[config.mk]
export PLATFORM = sky130hd
export DESIGN_NAME = array_collector
export DESIGN_NICKNAME = d
export VERILOG_FILES = /design/src/rtl/array_collector.sv
export SDC_FILE = /design/constraint.sdc
export NUM_CORES = 1
export LEC_CHECK = 0
export BUFFER_PORTS_ARGS = -buffer_cell sky130_fd_sc_hd__buf_2
export CELL_PAD_IN_SITES_DETAIL_PLACEMENT = 2
export CELL_PAD_IN_SITES_GLOBAL_PLACEMENT = 2
export CORE_UTILIZATION = 33
export CTS_CLUSTER_DIAMETER = 120
export CTS_CLUSTER_SIZE = 25
export DETAILED_ROUTE_END_ITERATION = 7
export PLACE_DENSITY = 0.91
export SYNTH_ARGS = -nofsm -noshare
export SYNTH_HDL_FRONTEND = slang
export SYNTH_SLANG_ARGS = --single-unit
[constraint.sdc]
create_clock -name clk -period 3.8 [get_ports clk]
set_input_delay 0.19 -clock clk [delete_from_list [all_inputs] [get_ports clk]]
set_output_delay 0.19 -clock clk [all_outputs]
set_load 0.01 [all_outputs]
[src/rtl/array_collector.sv]
// Scalar-to-array collector: packs up to DEPTH elements per frame (store or
// running-sum), supports early close via flush, and hands the frame off under a blocking handshake.
//
// state | meaning
// READ  | accepting elements into arr, b_in_notify=1
// WRITE | frame held on b_out, b_out_notify=1, waiting for consumer
module array_collector #(
  parameter int WIDTH = 32,
  parameter int DEPTH = 2,
  parameter int LW    = $clog2(DEPTH + 1)
) (
  input  logic                   clk,
  input  logic                   rst_n,
  input  logic [WIDTH-1:0]       b_in,
  input  logic                   b_in_sync,
  output logic                   b_in_notify,
  output logic [DEPTH*WIDTH-1:0] b_out,
  output logic [LW-1:0]          b_out_len,
  input  logic                   b_out_sync,
  output logic                   b_out_notify,
  input  logic                   mode,
  input  logic                   flush,
  output logic [15:0]            frame_cnt
);

  localparam logic [0:0] READ  = 1'b0;
  localparam logic [0:0] WRITE = 1'b1;

  logic [0:0]       state;
  logic [LW-1:0]    idx;
  logic [LW-1:0]    cnt;
  logic             mode_q;
  logic             xfer;
  logic             eff_mode;
  logic [WIDTH-1:0] arr [DEPTH];
  logic [WIDTH-1:0] prev;
  logic [WIDTH-1:0] wdata;

  // Both handshake flags come straight from the state flop, so they can never overlap.
  assign b_out_notify = state[0];
  assign b_in_notify  = ~state[0];

  assign xfer = (state == READ) && b_in_sync;
  assign cnt  = idx + LW'(xfer);

  always_comb begin
    prev = '0;
    for (int i = 1; i < DEPTH; i++) begin
      if (idx == LW'(i)) prev = arr[i-1];
    end
    eff_mode = (idx == '0) ? mode : mode_q;
    wdata    = eff_mode ? (prev + b_in) : b_in;
  end

  always_comb begin
    b_out = '0;
    for (int i = 0; i < DEPTH; i++) b_out[i*WIDTH +: WIDTH] = arr[i];
  end

  always_ff @(posedge clk or negedge rst_n) begin
    if (!rst_n) begin
      state     <= READ;
      idx       <= '0;
      mode_q    <= 1'b0;
      b_out_len <= '0;
      frame_cnt <= '0;
      for (int i = 0; i < DEPTH; i++) arr[i] <= '0;
    end else if (state == READ) begin
      if (xfer) begin
        for (int i = 0; i < DEPTH; i++) begin
          if (idx == LW'(i)) arr[i] <= wdata;
        end
        if (idx == '0) mode_q <= mode;
      end
      if (xfer && (idx == LW'(DEPTH - 1))) begin
        state     <= WRITE;
        b_out_len <= LW'(DEPTH);
      end else if (flush && (cnt != '0)) begin
        // Tail slots may hold a previous frame's data; clear them for a short frame.
        state     <= WRITE;
        b_out_len <= cnt;
        for (int i = 0; i < DEPTH; i++) begin
          if (LW'(i) >= cnt) arr[i] <= '0;
        end
      end else if (xfer) begin
        idx <= cnt;
      end
    end else begin
      if (b_out_sync) begin
        state     <= READ;
        idx       <= '0;
        frame_cnt <= frame_cnt + 16'd1;
      end
    end
  end

endmodule

# Word level (Yosys, flattened, before mapping)
# Cells that the tools add are included.
dict set report totals {
  regBits 86
  latch_bits 0
  ram_bits 0
  rom_bits 0
  in_bits 38
  output_inout_bits 84
  word_cells 49
  n_memories 0
}
dict set report op_classes {
  n_addsub 3
  multipliers 0
  div_mod_pow 0
  magnitude_cmp 2
  n_eq_ne 4
  n_shift 0
  n_mux 21
  n_bitwise 1
  n_reduce_logical 11
}
# op count
set op_table {}
lappend op_table {{2-to-1 mux 32 bit} 6}
lappend op_table {{2-to-1 mux 64 bit} 3}
lappend op_table {{adder 32 bit} 1}
lappend op_table {{adder 16 x 1 -> 16 bit, second input constant} 1}
lappend op_table {{2-to-1 mux 2 bit} 7}
lappend op_table {{!= test 2 bit, second input constant} 3}
lappend op_table {{AND reduction 2 bit} 3}
lappend op_table {{nonzero test 2 bit} 3}
lappend op_table {{2-to-1 mux 1 bit} 5}
lappend op_table {{>= comparator 1 x 2 -> 1 bit, first input constant} 2}
lappend op_table {{AND reduction 4 bit} 1}
lappend op_table {{logical AND 1 bit} 3}
lappend op_table {{adder 2 x 1 -> 2 bit} 1}
lappend op_table {{equality test 2 x 1 -> 1 bit, second input constant} 1}
lappend op_table {{logical NOT 2 bit} 1}
lappend op_table {{NOT 1 bit} 1}

# Logic depth before layout (Yosys ltp)
# Gate-level depths: netlist of the first run.
dict set report depth {
  word_depth 9
  depth_mapped 14
  mapped_depth_nobuf 13
}

# Least setup slack after synthesis of the first run
# No wires, ideal clock.
dict set report synth_path {
  path_type {register to register}
  start {register idx[1]}
  end {register arr, in the netlist b_out[63]}
  arrival_ns 3.121
  required_ns 3.672
  setup_slack_ns 0.551
  stages_incl_launch_ff 14
  n_path_buf 1
  period_less_slack_ns 3.249
  cell_sequence {dfrtp_1 nor2b_1 clkbuf_1 and2_1 ha_1 o211ai_1 o211ai_1 a311o_1 a31oi_4 o211ai_1 a41o_1 and4_1 a311oi_1 nand2_1}
}
dict set report synth_between {
  elab_chain_len 9
  elab_cells_between_ends 16
}
# element line
set synth_lines {}
lappend synth_lines {{from (decl)} 30} ;# logic [LW-1:0] idx;
lappend synth_lines {{from (signal assigned)} 86} ;# idx <= cnt;
lappend synth_lines {{equality test 2 x 1 -> 1 bit} {49, 71, 75}}
lappend synth_lines {{2-to-1 mux 32 bit} 49} ;# if (idx == LW'(i)) prev = arr[i-1];
lappend synth_lines {{adder 32 bit} 52} ;# wdata = eff_mode ? (prev + b_in) : b_in;
lappend synth_lines {{2-to-1 mux 32 bit} 52}
lappend synth_lines {{2-to-1 mux 32 bit} 71} ;# if (idx == LW'(i)) arr[i] <= wdata;
lappend synth_lines {{2-to-1 mux 64 bit} 69} ;# if (xfer) begin
lappend synth_lines {{2-to-1 mux 32 bit} 83} ;# if (LW'(i) >= cnt) arr[i] <= '0;
lappend synth_lines {{2-to-1 mux 64 bit} 78} ;# end else if (flush && (cnt != '0)) begin
lappend synth_lines {{2-to-1 mux 64 bit (*)} 75} ;# if (xfer && (idx == LW'(DEPTH - 1))) begin
lappend synth_lines {{to (signal, indexed assignment)} 71}
lappend synth_lines {{to (decl)} 35} ;# logic [WIDTH-1:0] arr [DEPTH];
# Mark *: on every way between the ends. The rest lies on a longest branch, timed or not.
# A chain may end at the register's enable or synchronous reset.

# Final worst setup path of the first run
dict set report layout_path {
  start {register idx[0]}
  end {register arr, in the netlist b_out[29]}
}
dict set report layout_between {
  elab_chain_len 9
  elab_cells_between_ends 16
}
# element line
set layout_lines {}
lappend layout_lines {{equality test 2 x 1 -> 1 bit} {49, 75}}
lappend layout_lines {{2-to-1 mux 32 bit} 49}
lappend layout_lines {{adder 32 bit} 52}
lappend layout_lines {{2-to-1 mux 32 bit} 52}
lappend layout_lines {{2-to-1 mux 32 bit} 71}
lappend layout_lines {{2-to-1 mux 64 bit} 69}
lappend layout_lines {{2-to-1 mux 32 bit} 83}
lappend layout_lines {{2-to-1 mux 64 bit} 78}
lappend layout_lines {{2-to-1 mux 64 bit (*)} 75}
# Marked as above.

==> results_dict.tcl, run 1 <==
set metrics [dict create \
    antenna_cells 0 \
    setup_viol 0 \
    synthCells 621 \
    synthFlopType "dfrtp_1" \
    power_density_nw_per_um2 784 \
    antenna_found_initial 0 \
    cts_sinks 86 \
    whs_ns 0.0323 \
    r2r-start "idx[0]$_DFFE_PN0P_" \
    use_met3_pct 3.94 \
    drive_gt1_share_pct 22.6 \
    clock-root-buffer "clkbuf_16" \
    gp_congestion 0.830 \
    synth-seq-cells 86 \
    use_met1_pct 27.0 \
    synth_cell_types 62 \
    drcViolationCount 0 \
    use_met2_pct 40.8 \
    reg2reg_slack_ns 0.18 \
    vias 5195 \
    synth-edff-count 0 \
    postCtsHoldBufs 0 \
    fin_area_um2 6620 \
    nFillCells 1811 \
    htreeDepth 3 \
    status "complete, no violations" \
    wl_per_cell_um 20.0 \
    intPower_uw 2810 \
    fin_crit_ns 3.62 \
    critical_path_required_ns 4.04 \
    p_comb_share_pct 51.5 \
    die_area_um2 17300 \
    grt_use_total_pct 22.5 \
    fp.dieH_um 131 \
    path_clk_slew_ns 0.07 \
    rsz0062_at_grt "no" \
    grt_max_degree 87 \
    nNetsFinal 798 \
    cts_tree "yes" \
    vias_per_cell 5.49 \
    placed_area_um2 6310 \
    grt_pass1_wl_um 30900 \
    synthArstFlopShare_pct 100 \
    yosysWarnings 0 \
    yosysSeqAreaShare_pct 38.9 \
    syn_area_um2 5530 \
    r2r-end "b_out[29]$_DFFE_PN0N_" \
    grt-ovfl-total 0 \
    critical_path_class "register to register" \
    cp.arrival_ns 3.86 \
    worst-r2r-cell-count 13 \
    end_kind "register" \
    ant_nets 0 \
    tightest_slew_ns 1.16 \
    io_buffers 121 \
    switching_share_pct 45.8 \
    areaGrowthSynthToFinish_pct 19.8 \
    drv_slew 0 \
    pwr-share-clk_pct 17.9 \
    seq_area_um2 2150 \
    start_util_pct 34.3 \
    numCtsBuffers 9 \
    std_cell_rows 46 \
    hp-start "b_out_sync" \
    ioPinCount 122 \
    hold_class "primary input to register" \
    min_period_over_period_pct 95.3 \
    hpwl_um 14100 \
    synth.net_count 693 \
    max_cap_viol_count 0 \
    hold_viol 0 \
    clk_latency_ns 0.36 \
    first_iter_violations 196 \
    path_max_fanout 15 \
    syn_area_per_cell_um2 8.90 \
    hold_end "b_out_notify$_DFF_PN0_" \
    fin_setup_tns_ns 0 \
    multi_input_area_um2 3230 \
    fp.coreArea_um2 16100 \
    power_frac_seq_pct 30.6 \
    maxSlewHeadroom_pct 22.9 \
    grt.busiest_layer "met2" \
    worst_setup_path_start_kind "register" \
    grt_pass1_vias 5816 \
    fmax_ghz 0.276 \
    finClkSkew_ns 0.0122 \
    die_w_um 131 \
    wl_um 19000 \
    peakVddDrop_uv 306 \
    p_leak_uw 0.00338 \
    drtPass1Iterations 4 \
    worstHoldPathCells 2 \
    p_sw_uw 2380 \
    clk_path_buf_depth 2 \
]
state kept, by name, indices dropped and copies added (netlist names):
register      cells
idx               2
b_out            64
frame_cnt        16
b_out_len         2
b_out_notify      1
mode_q            1
per-layer routing:
layer	part of all wire, %	up-vias
met2	51	100
met5	0	-
met3	3.0	24
li1	-	2417
met1	44	2654
met4	1.5	0
worst max-delay path, cell delays in order (launching register included):
cell	delay, ns
dfrtp_1	0.42
nor2b_2	0.18
buf_4	0.19
and2_1	0.17
ha_1	0.38
o211ai_1	0.17
o211ai_1	0.24
a32oi_1	0.15
a31oi_1	0.23
o21ai_0	0.18
o211ai_1	0.48
nor4_1	0.13
a221o_1	0.30
mux2_2	0.28
cells in the mapped netlist, drive strengths merged, types with 2 or more instances:
cell / count / share of area [%]
nor3: 5 / 0.45
and2: 38 / 4.3
a21boi: 2 / 0.27
clkbuf: 25 / 1.7
o31ai: 2 / 0.27
o21ai: 80 / 7.2
xnor2: 28 / 4.4
a221o: 3 / 0.54
o21bai: 2 / 0.27
ha: 33 / 7.5
a31o: 2 / 0.32
mux2: 4 / 0.81
nand2b: 4 / 0.45
a21oi: 43 / 4.0
nand3: 17 / 1.5
nor2b: 5 / 0.57
nand2: 97 / 6.6
nand4: 5 / 0.57
nand4b: 2 / 0.32
and4: 3 / 0.48
o21a: 2 / 0.27
nor2: 23 / 1.6
inv: 5 / 0.34
a311oi: 2 / 0.32
a21o: 20 / 2.7
a32oi: 4 / 0.63
a22o: 3 / 0.48
buf: 6 / 0.79
o211ai: 6 / 0.81
a31oi: 6 / 1.1
mux2i: 15 / 2.7
a41o: 2 / 0.38
xor2: 14 / 2.2
and3: 13 / 1.6
a211oi: 2 / 0.36
a311o: 2 / 0.38
dfrtp: 86 / 39
power groups by stage:
stage | logic, µW | clock network [µW] | registers (µW)
after floorplan | 1550 | 0 | 1690
after global placement | 2500 | 0 | 1570
after detailed placement | 2660 | 0 | 1610
after CTS | 2690 | 949 | 1590
after global routing | 2950 | 982 | 1640
final | 2670 | 928 | 1590
metrics by stage:
stage	power [µW]	std cells	util (%)	setup slack [ns]
after detailed placement	4270	931	39.1	0.109
after floorplan	3240	621	-	0.551
after global routing	5570	946	41.1	0.00336
after global placement	4070	931	39.1	0.354
final	5190	946	41.1	0.177
after CTS	5230	946	41.0	0.101
repair_timing:
action	4_1_cts	5_1_grt
setup endpoints to repair	0	6
resized for setup	0	3
setup buffers	0	0
worst max path at each step:
stage | start | end | slack, ns | depth (start not counted)
2_1_floorplan | idx[1]$_DFFE_PN0P_ | b_out[63]$_DFFE_PN0N_ | 0.55 | 13
3_3_place_gp | idx[0]$_DFFE_PN0P_ | b_out[28]$_DFFE_PN0N_ | 0.35 | 14
3_5_place_dp | idx[0]$_DFFE_PN0P_ | b_out[60]$_DFFE_PN0N_ | 0.11 | 14
4_1_cts | idx[0]$_DFFE_PN0P_ | b_out[60]$_DFFE_PN0N_ | 0.10 | 14
5_1_grt | idx[0]$_DFFE_PN0P_ | b_out[28]$_DFFE_PN0N_ | 0.003 | 14
6_report | idx[0]$_DFFE_PN0P_ | b_out[29]$_DFFE_PN0N_ | 0.18 | 13
logic make-up after synthesis:
| family | count (synthesis) | synth area share (%) |
|---|---|---|
| compound gates | 186 | 20.8 |
| flops | 86 | 38.9 |
| fa+ha+maj | 34 | 7.83 |
| buf+inv | 38 | 3.24 |
| simple gates | 216 | 19.0 |
| xor+xnor | 42 | 6.66 |
| mux | 19 | 3.53 |
cell type report:
class                   count  share of cell area, %
repair buffers            127                   9.87
clock inverters             6                   1.12
flip-flops and latches     86                   32.5
well taps                 216                   4.08
multi-input cells         497                   48.7
clock buffers               9                   3.40
inverters                   5                  0.284
placed cells by master, fill, tap and decap left out, drive strengths merged, types with 6 or more instances in the layout:
cell	instances
buf	127
nand2	97
dfrtp	86
o21ai	80
a21oi	43
and2	38
ha	33
xnor2	28
nor2	23
a21o	20
nand3	17
mux2i	15
xor2	14
and3	13
clkbuf	9
o211ai	6
a31oi	6
Power figures use the tool's default switching activity.
==> run 2, diff against run 1 <==
--- a/config.mk
+++ b/config.mk
@@ -12,7 +12,7 @@
 export CTS_CLUSTER_DIAMETER = 120
 export CTS_CLUSTER_SIZE = 25
 export DETAILED_ROUTE_END_ITERATION = 7
-export PLACE_DENSITY = 0.91
+export PLACE_DENSITY_LB_ADDON = 0.1
 export SYNTH_ARGS = -nofsm -noshare
 export SYNTH_HDL_FRONTEND = slang
 export SYNTH_SLANG_ARGS = --single-unit
==> results_dict.tcl, run 2 (synthesized netlist as in run 1, its figures left out) <==
set metrics [dict create \
    worst-r2r-cell-count 13 \
    die_w_um 131 \
    reg2reg_slack_ns 0.20 \
    antenna_cells 0 \
    setup_viol 0 \
    clk_path_buf_depth 2 \
    htreeDepth 3 \
    hold_viol 0 \
    ioPinCount 122 \
    r2r-end "b_out[29]$_DFFE_PN0N_" \
    io_buffers 121 \
    layout_commonest_cell "buf_2" \
    maxSlewHeadroom_pct 45.6 \
    crit_buf_inv 1 \
    hold_class "primary input to register" \
    die_area_um2 17300 \
    wl_per_cell_um 19.8 \
    std_cell_rows 46 \
    dp.cells 937 \
    first_iter_violations 147 \
    power_density_nw_per_um2 779 \
    cp_cell_sequence "nor2b_4 > buf_4 > and2_1 > ha_1 > o21a_1 > or2_1 > a32oi_1 > a31oi_1 > o21ai_1 > o211ai_1 > nor4_1 > a221o_1 > mux2_2" \
    end_kind "register" \
    clk_latency_ns 0.37 \
    wl_um 18900 \
    cp.arrival_ns 3.90 \
    start_util_pct 34.3 \
    r2r-start "idx[1]$_DFFE_PN0P_" \
    finClkSkew_ns 0.00869 \
    areaGrowthSynthToFinish_pct 21.1 \
    drtPass1Iterations 4 \
    p_leak_uw 0.00343 \
    path_max_fanout 6 \
    drcViolationCount 0 \
    cp_top_family "compound AO/OA/AOI/OAI gates" \
    cts_sinks 86 \
    numCtsBuffers 9 \
    tightest_slew_ns 0.816 \
    placed_area_um2 6350 \
    grt_pass1_vias 5639 \
    ant_nets 0 \
    fp.coreArea_um2 16100 \
    grt-ovfl-total 0 \
    fmax_ghz 0.278 \
    hp-start "b_out_sync" \
    drive_gt1_share_pct 23.2 \
    clock-root-buffer "clkbuf_16" \
    grt_use_total_pct 22.5 \
    hold_end "b_out_notify$_DFF_PN0_" \
    finalPower_uw 5220 \
    vias 5128 \
    nNetsFinal 807 \
    slowest_delay_ns 0.50 \
    grt_pass1_wl_um 31100 \
    min_period_over_period_pct 94.8 \
    rsz0062_at_grt "no" \
    cpMaxStageDelayCell "dfrtp_1" \
    whs_ns 0.0270 \
    critical_path_required_ns 4.10 \
    fp.dieH_um 131 \
    instances_no_fill 956 \
    hpwl_um 14100 \
    grt_max_degree 61 \
    mostFrequentLayoutCells "buf_2 (120), nand2_1 (96), dfrtp_1 (86), o21ai_0 (72), a21oi_1 (40)" \
    drv_slew 0 \
    max_cap_viol_count 0 \
    post-route-util_pct 41.5 \
    gp_congestion 0.853 \
    fin_area_um2 6690 \
    worstHoldPathCells 2 \
    path_clk_slew_ns 0.08 \
    status "complete, no violations" \
    peakVddDrop_uv 280 \
    largest_register_ff_count 64 \
    worst_setup_path_start_kind "register" \
    antenna_found_initial 1 \
    vias_per_cell 5.36 \
    fin_crit_ns 3.60 \
    cts_tree "yes" \
    critical_path_class "register to register" \
]
==> run 2: changes by cell type in the layout (fill, tap and decap cells not counted), moves of 2 or more <==
cell,delta
inv_8,+2
clkinv_4,-2
buf_4,+7
clkinv_8,+2
==> run 2: worst register-to-register path: stages, from the launching register on <==
cell	delay [ns]
dfrtp_1	0.50
nor2b_4	0.26
buf_4	0.17
and2_1	0.12
ha_1	0.27
o21a_1	0.22
or2_1	0.26
a32oi_1	0.30
a31oi_1	0.17
o21ai_1	0.28
o211ai_1	0.26
nor4_1	0.37
a221o_1	0.19
mux2_2	0.16
==> run 2: what timing repair did <==
item | CTS | global route
hold buffers | 1 | 0
gates cloned | 0 | 1
buffers inserted | 0 | 1
gates resized for setup | 1 | 2
endpoints found under the hold margin | 59 | 0
setup endpoints to repair | 12 | 8
==> run 2: routing by layer <==
metal / global-route usage, % / wire [µm] / vias up
met5: 0 / 8 / -
met4: 7.11 / 248 / 2
met3: 3.70 / 588 / 18
met2: 38.2 / 9290 / 91
met1: 29.1 / 8770 / 2583
li1: - / - / 2434
==> run 2: where the power goes <==
group | total (µW) | switching, µW | internal, µW | leakage (µW)
clock network | 941 | 472 | 469 | 0.000149
registers | 1580 | 292 | 1290 | 0.00111
logic | 2700 | 1650 | 1050 | 0.00216
==> run 2: per-stage QoR <==
step	setup WS, ns	setup TNS [ns]
after floorplan	0.551	0
after global placement	0.132	0
after detailed placement	-0.0813	-0.352
after CTS	0.0795	0
after global routing	0.00869	0
final	0.199	0
==> run 2: worst max-delay path by stage <==
stage,from,end,cells after the start
global placement,idx[1]$_DFFE_PN0P_,b_out[29]$_DFFE_PN0N_,12
finish,idx[1]$_DFFE_PN0P_,b_out[29]$_DFFE_PN0N_,13
CTS,idx[1]$_DFFE_PN0P_,b_out[29]$_DFFE_PN0N_,13
floorplan,idx[1]$_DFFE_PN0P_,b_out[63]$_DFFE_PN0N_,13
global route,idx[1]$_DFFE_PN0P_,b_out[29]$_DFFE_PN0N_,13
detailed placement,idx[1]$_DFFE_PN0P_,b_out[29]$_DFFE_PN0N_,13
==> run 2: layout make-up <==
class	instances	area, µm²
timing repair buffer	135	716
sequential	86	2150
clock inverter	7	81.3
clock buffer	9	225
tap	216	270
inverter	5	18.8
multi-input combinational	498	3230
fill	1838	9420
